<file path="src/rtl/muldiv_unit.sv">
// Multi-cycle multiply/divide unit: one-cycle 32x32 multiply, 32-step restoring
// divide with a trailing sign-fix cycle. Results are held on hi/lo until the next op completes.
module muldiv_unit (
   input  logic        clk,
   input  logic        resetn,
   input  logic        valid,
   input  logic [1:0]  op,
   input  logic [31:0] a,
   input  logic [31:0] b,
   input  logic        flush,
   output logic        busy,
   output logic        done,
   output logic [31:0] hi,
   output logic [31:0] lo
);

   typedef enum logic [2:0] {
      S_IDLE,
      S_MUL,
      S_DIV,
      S_FIX,
      S_DONE
   } state_t;

   localparam logic [1:0] OP_DIV = 2'b10;

   state_t      r_state;
   state_t      w_next;

   logic [1:0]  r_op;
   logic [31:0] r_a;
   logic [31:0] r_b;
   logic [31:0] r_dvsr;
   logic [63:0] r_rem;
   logic [63:0] r_hilo;
   logic [4:0]  r_cnt;

   logic        w_accept;
   logic [31:0] w_a_mag;
   logic [31:0] w_b_mag;
   logic        w_mul_signed;
   logic [63:0] w_mul_a;
   logic [63:0] w_mul_b;
   logic [63:0] w_prod;
   logic [32:0] w_top;
   logic [32:0] w_trial;
   logic [63:0] w_rem_next;
   logic [31:0] w_quo;
   logic [31:0] w_rmd;
   logic        w_neg_q;
   logic        w_neg_r;
   logic [63:0] w_div_res;

   assign w_accept = ((r_state == S_IDLE) || (r_state == S_DONE)) && valid && !flush;

   // Signed DIV works on magnitudes; the wrapping negation makes |0x80000000| = 0x80000000.
   assign w_a_mag = ((op == OP_DIV) && a[31]) ? (~a + 32'd1) : a;
   assign w_b_mag = ((op == OP_DIV) && b[31]) ? (~b + 32'd1) : b;

   assign w_mul_signed = ~r_op[0];
   assign w_mul_a      = {{32{w_mul_signed & r_a[31]}}, r_a};
   assign w_mul_b      = {{32{w_mul_signed & r_b[31]}}, r_b};
   assign w_prod       = w_mul_a * w_mul_b;

   // Partial remainder lives in r_rem[63:32], quotient bits shift in at r_rem[0].
   assign w_top      = r_rem[63:31];
   assign w_trial    = w_top - {1'b0, r_dvsr};
   assign w_rem_next = w_trial[32] ? {r_rem[62:0], 1'b0}
                                   : {w_trial[31:0], r_rem[30:0], 1'b1};

   assign w_quo   = r_rem[31:0];
   assign w_rmd   = r_rem[63:32];
   assign w_neg_q = (r_op == OP_DIV) && (r_a[31] ^ r_b[31]);
   assign w_neg_r = (r_op == OP_DIV) && r_a[31];
   assign w_div_res = (r_b == 32'd0) ? {r_a, 32'hFFFF_FFFF}
                    : {(w_neg_r ? (~w_rmd + 32'd1) : w_rmd),
                       (w_neg_q ? (~w_quo + 32'd1) : w_quo)};

   // NOTE: sequential state uses non-blocking (<=) so every register samples pre-edge values.
   always_ff @(posedge clk or negedge resetn) begin
      if (!resetn) begin
         r_state <= S_IDLE;
      end else begin
         r_state <= w_next;
      end
   end

   // NOTE: w_next gets a default first so no path leaves it unassigned (no latch).
   always_comb begin
      w_next = r_state;
      if (flush) begin
         w_next = S_IDLE;
      end else begin
         case (r_state)
            S_IDLE, S_DONE: begin
               if (valid) begin
                  w_next = op[1] ? S_DIV : S_MUL;
               end else begin
                  w_next = S_IDLE;
               end
            end
            S_MUL:   w_next = S_DONE;
            S_DIV:   w_next = (r_cnt == 5'd31) ? S_FIX : S_DIV;
            S_FIX:   w_next = S_DONE;
            default: w_next = S_IDLE;
         endcase
      end
   end

   always_ff @(posedge clk or negedge resetn) begin
      if (!resetn) begin
         r_op   <= 2'b00;
         r_a    <= 32'd0;
         r_b    <= 32'd0;
         r_dvsr <= 32'd0;
         r_rem  <= 64'd0;
         r_cnt  <= 5'd0;
         r_hilo <= 64'd0;
      end else begin
         if (w_accept) begin
            r_op   <= op;
            r_a    <= a;
            r_b    <= b;
            r_dvsr <= w_b_mag;
            r_rem  <= {32'd0, w_a_mag};
            r_cnt  <= 5'd0;
         end else if (r_state == S_DIV) begin
            r_rem <= w_rem_next;
            r_cnt <= r_cnt + 5'd1;
         end

         // Results only land on the edge into DONE; a flush leaves them untouched.
         if (!flush) begin
            if (r_state == S_MUL) begin
               r_hilo <= w_prod;
            end else if (r_state == S_FIX) begin
               r_hilo <= w_div_res;
            end
         end
      end
   end

   assign busy = (r_state == S_MUL) || (r_state == S_DIV) || (r_state == S_FIX);
   assign done = (r_state == S_DONE);
   assign hi   = r_hilo[63:32];
   assign lo   = r_hilo[31:0];

endmodule

</file>
<file path="config.mk">
export PLATFORM = sky130hd
export DESIGN_NAME = muldiv_unit
export DESIGN_NICKNAME = d
export VERILOG_FILES = /design/src/rtl/muldiv_unit.sv
export SDC_FILE = /design/constraint.sdc
export NUM_CORES = 2
export LEC_CHECK = 0
export BUFFER_PORTS_ARGS = -buffer_cell sky130_fd_sc_hd__buf_4
export CAP_MARGIN = 20
export CELL_PAD_IN_SITES_DETAIL_PLACEMENT = 1
export CELL_PAD_IN_SITES_GLOBAL_PLACEMENT = 1
export CORE_ASPECT_RATIO = 1.25
export CORE_MARGIN = 3
export CORE_UTILIZATION = 55
export DETAILED_ROUTE_END_ITERATION = 7
export PLACE_DENSITY_LB_ADDON = 0.05
export SYNTH_ARGS = -nofsm -noshare
export SYNTH_HDL_FRONTEND = slang
export SYNTH_SLANG_ARGS = --single-unit
</file>
<file path="constraint.sdc">
create_clock -name clk -period 12.6 [get_ports clk]
set_input_delay 0 -clock clk [delete_from_list [all_inputs] [get_ports clk]]
set_output_delay 0 -clock clk [all_outputs]
set_load 0.02 [all_outputs]
</file>
==> impl_metrics.py <==
metrics = {
    "outcome": {
        "status": "finished, final reports clean",
    },
    "clock_network": {
        "clk_pin_slew_ps": 70,
        "clock-sinks": 233,
        "htreeDepth": 1,
        "cts_tree": "done",
        "cts_resized": 0,
        "clock-root-buffer": "clkbuf_16",
        "postCtsHoldBufs": 73,
        "post_cts_buffers": 0,
        "cts_buffers": 24,
        "clock_latency_ps": 590,
        "cts_buffer_depth": 3,
    },
    "synthesis": {
        "synth_edf_count": 0,
        "ys_seq_elements": 233,
        "yosys.cell_count.top_type": "inv_1",
        "syn_inst": 5996,
        "synth_ff_type": "dfrtp_1",
        "yosysTopAreaCell": "fa_1",
        "ys_seq_area_share_pct": 11.1,
        "yosysWarningCount": 0,
        "synth_cell_types": 90,
        "synth_fp_nets": 7443,
        "synthArstFlopShare_pct": 100,
        "synth.avg_cell_area_um2": 8.75,
        "synth_common_cells": "inv_1, fa_1, nand2_1",
        "synth_top_area_share_pct": 43.0,
        "synthesis.area_mm2": 0.0525,
        "synthTopCellsByArea": "fa_1, dfrtp_1, inv_1, nand2_1, ha_1",
    },
    "placed_design": {
        "placed_cell_area_mm2": 0.0542,
        "dpl.cell_count": 7053,
        "dp_hpwl_um": 140000,
        "portBuffers": 135,
        "routabilityCongestion": 0.928,
    },
    "detailed_routing": {
        "first_pass_iters": 5,
        "totalWireLength_um": 178000,
        "vias": 42000,
        "vias_per_cell": 5.86,
        "ant_nets": 0,
        "post-route-drc-count": 0,
        "routedWlPerCell_um": 24.8,
        "drt_iter0_markers": 2493,
    },
    "sta": {
        "slew_violations": 0,
        "worstMarginPinSlew_ps": 1170,
        "rsz0062_at_grt": "no",
        "fin_setup_tns_ps": 0,
        "max_freq_mhz": 102,
        "finalHoldViolations": 0,
        "setup_violations": 0,
        "skew_ps": 40.3,
        "fin_crit_ps": 9770,
        "slew_headroom_pct": 22.3,
        "finalCritPeriodShare_pct": 77.5,
    },
    "global_routing": {
        "antenna_found_initial": 5,
        "grt_usage_pct": 37.2,
        "grt_pass1_vias": 48800,
        "gr-total-overflow": 0,
        "grt_pass1_wl_um": 278000,
        "grt_max_degree": 91,
    },
    "worst_setup_path": {
        "r2r_start": "r_a[31]$_DFFE_PN0P_",
        "cp-start-kind": "flop",
        "required_ps": 13030,
        "cp.arrival_ps": 10200,
        "slowest_stage": "fa_1",
        "crit_top_cell": "fa_1",
        "critical_path_class": "reg -> reg",
        "path_buf_inv": 8,
        "reg2reg_slack_ps": 2830,
        "critPathCaptureType": "flop",
        "crit_family": "adder cells",
        "critPathMaxFanout": 35,
        "rr_endpoint": "r_hilo[61]$_DFFE_PN0P_",
        "cp_slowest_stage_delay_ps": 950,
        "r2r.worst_path.cells": 29,
    },
    "final_layout": {
        "design_area_mm2": 0.0558,
        "nNetsFinal": 7385,
        "stdcell_count": 7172,
        "drive_gt1_share_pct": 5.51,
        "area_growth_pct": 6.34,
    },
    "worst_hold_path": {
        "min_path_type": "in -> async",
    },
    "floorplan": {
        "core_mm2": 0.0946,
        "num_rows": 126,
        "die_h_um": 351,
        "dieArea_mm2": 0.0992,
        "pin_count": 136,
        "initial_core_util_pct": 55.5,
        "die_width_um": 282,
    },
    "run": {
        "drv_cap": 0,
    },
}
## routing by layer
layer / vias up / wire [um] / track usage [%] / share of wire (%)
li1: 17900 / - / - / -
met4: 2 / 9610 / 17.2 / 5.4
met2: 1493 / 90100 / 65.1 / 51
met5: - / 13 / 0 / 0.0073
met3: 477 / 12000 / 6.45 / 6.8
met1: 22100 / 66100 / 44.8 / 37
## sequential cells by signal (all words and copies together), names as in the netlist
| signal | flops |
|---|---|
| r_cnt | 5 |
| r_state | 3 |
| r_a | 32 |
| r_op | 2 |
| r_b | 32 |
| r_hilo | 64 |
| r_dvsr | 31 |
| r_rem | 64 |
## kinds of logic after synthesis
kind of cell | count (synthesis) | share of synthesized area [%]
AND/OR/NAND/NOR | 1893 | 16.5
buffers and inverters | 1569 | 11.3
adder cells (fa/ha/maj) | 1377 | 49.0
AO/OA/AOI/OAI | 687 | 8.13
flip-flops | 233 | 11.1
XOR/XNOR | 210 | 3.51
multiplexers | 27 | 0.518
## final cells by class
cell class                 instances  area [um^2]
clock buffer                      29          659
inverter                        1192         4470
sequential                       233         5840
antenna                            1         2.50
fill                           11000        38800
timing repair buffer             293         2440
multi-input combinational       4194        40700
clock inverter                    14          118
tap                             1216         1520
## per-stage QoR
step	hold WS (ps)	utilization (%)	worst slack [ps]
global placement	2.38	57.3	3310
global route	51.7	59.0	2320
CTS	34.0	58.9	2920
detailed placement	9.51	57.3	2970
finish	33.8	59.0	2830
floorplan	-296	-	4360
## cell usage in the layout (no fill, tap or decap), drive strengths merged, types with 27 or more instances in the layout
| cell type | n |
|---|---|
| a211oi | 30 |
| a21oi | 184 |
| a31oi | 30 |
| and2 | 375 |
| buf | 221 |
| clkbuf | 29 |
| dfrtp | 233 |
| dlygate4sd3 | 72 |
| fa | 1126 |
| ha | 251 |
| inv | 1193 |
| nand2 | 1114 |
| nand3 | 27 |
| nand4 | 28 |
| nor2 | 173 |
| nor3 | 40 |
| nor4 | 37 |
| o21ai | 221 |
| o22ai | 53 |
| xnor2 | 135 |
| xor2 | 75 |
## worst max path at each step
| stage | startpoint | endpoint | slack, ps | cells past startpoint |
|---|---|---|---|---|
| floorplan | r_a[31]$_DFFE_PN0P_ | r_hilo[58]$_DFFE_PN0P_ | 4360 | 29 |
| global placement | r_a[31]$_DFFE_PN0P_ | r_hilo[58]$_DFFE_PN0P_ | 3310 | 28 |
| detailed placement | r_a[31]$_DFFE_PN0P_ | r_hilo[57]$_DFFE_PN0P_ | 2970 | 29 |
| CTS | r_a[31]$_DFFE_PN0P_ | r_hilo[57]$_DFFE_PN0P_ | 2920 | 29 |
| global route | r_a[31]$_DFFE_PN0P_ | r_hilo[57]$_DFFE_PN0P_ | 2320 | 29 |
| finish | r_a[31]$_DFFE_PN0P_ | r_hilo[61]$_DFFE_PN0P_ | 2830 | 29 |
## tightest hold or removal path, stage by stage
cell and delay [ps]:
dlygate4sd3_1 560, buf_8 150, buf_16 320
Power is left out: the tool's default activity adds up to more than one toggle a clock period on the data nets, which glitch-free logic cannot reach.
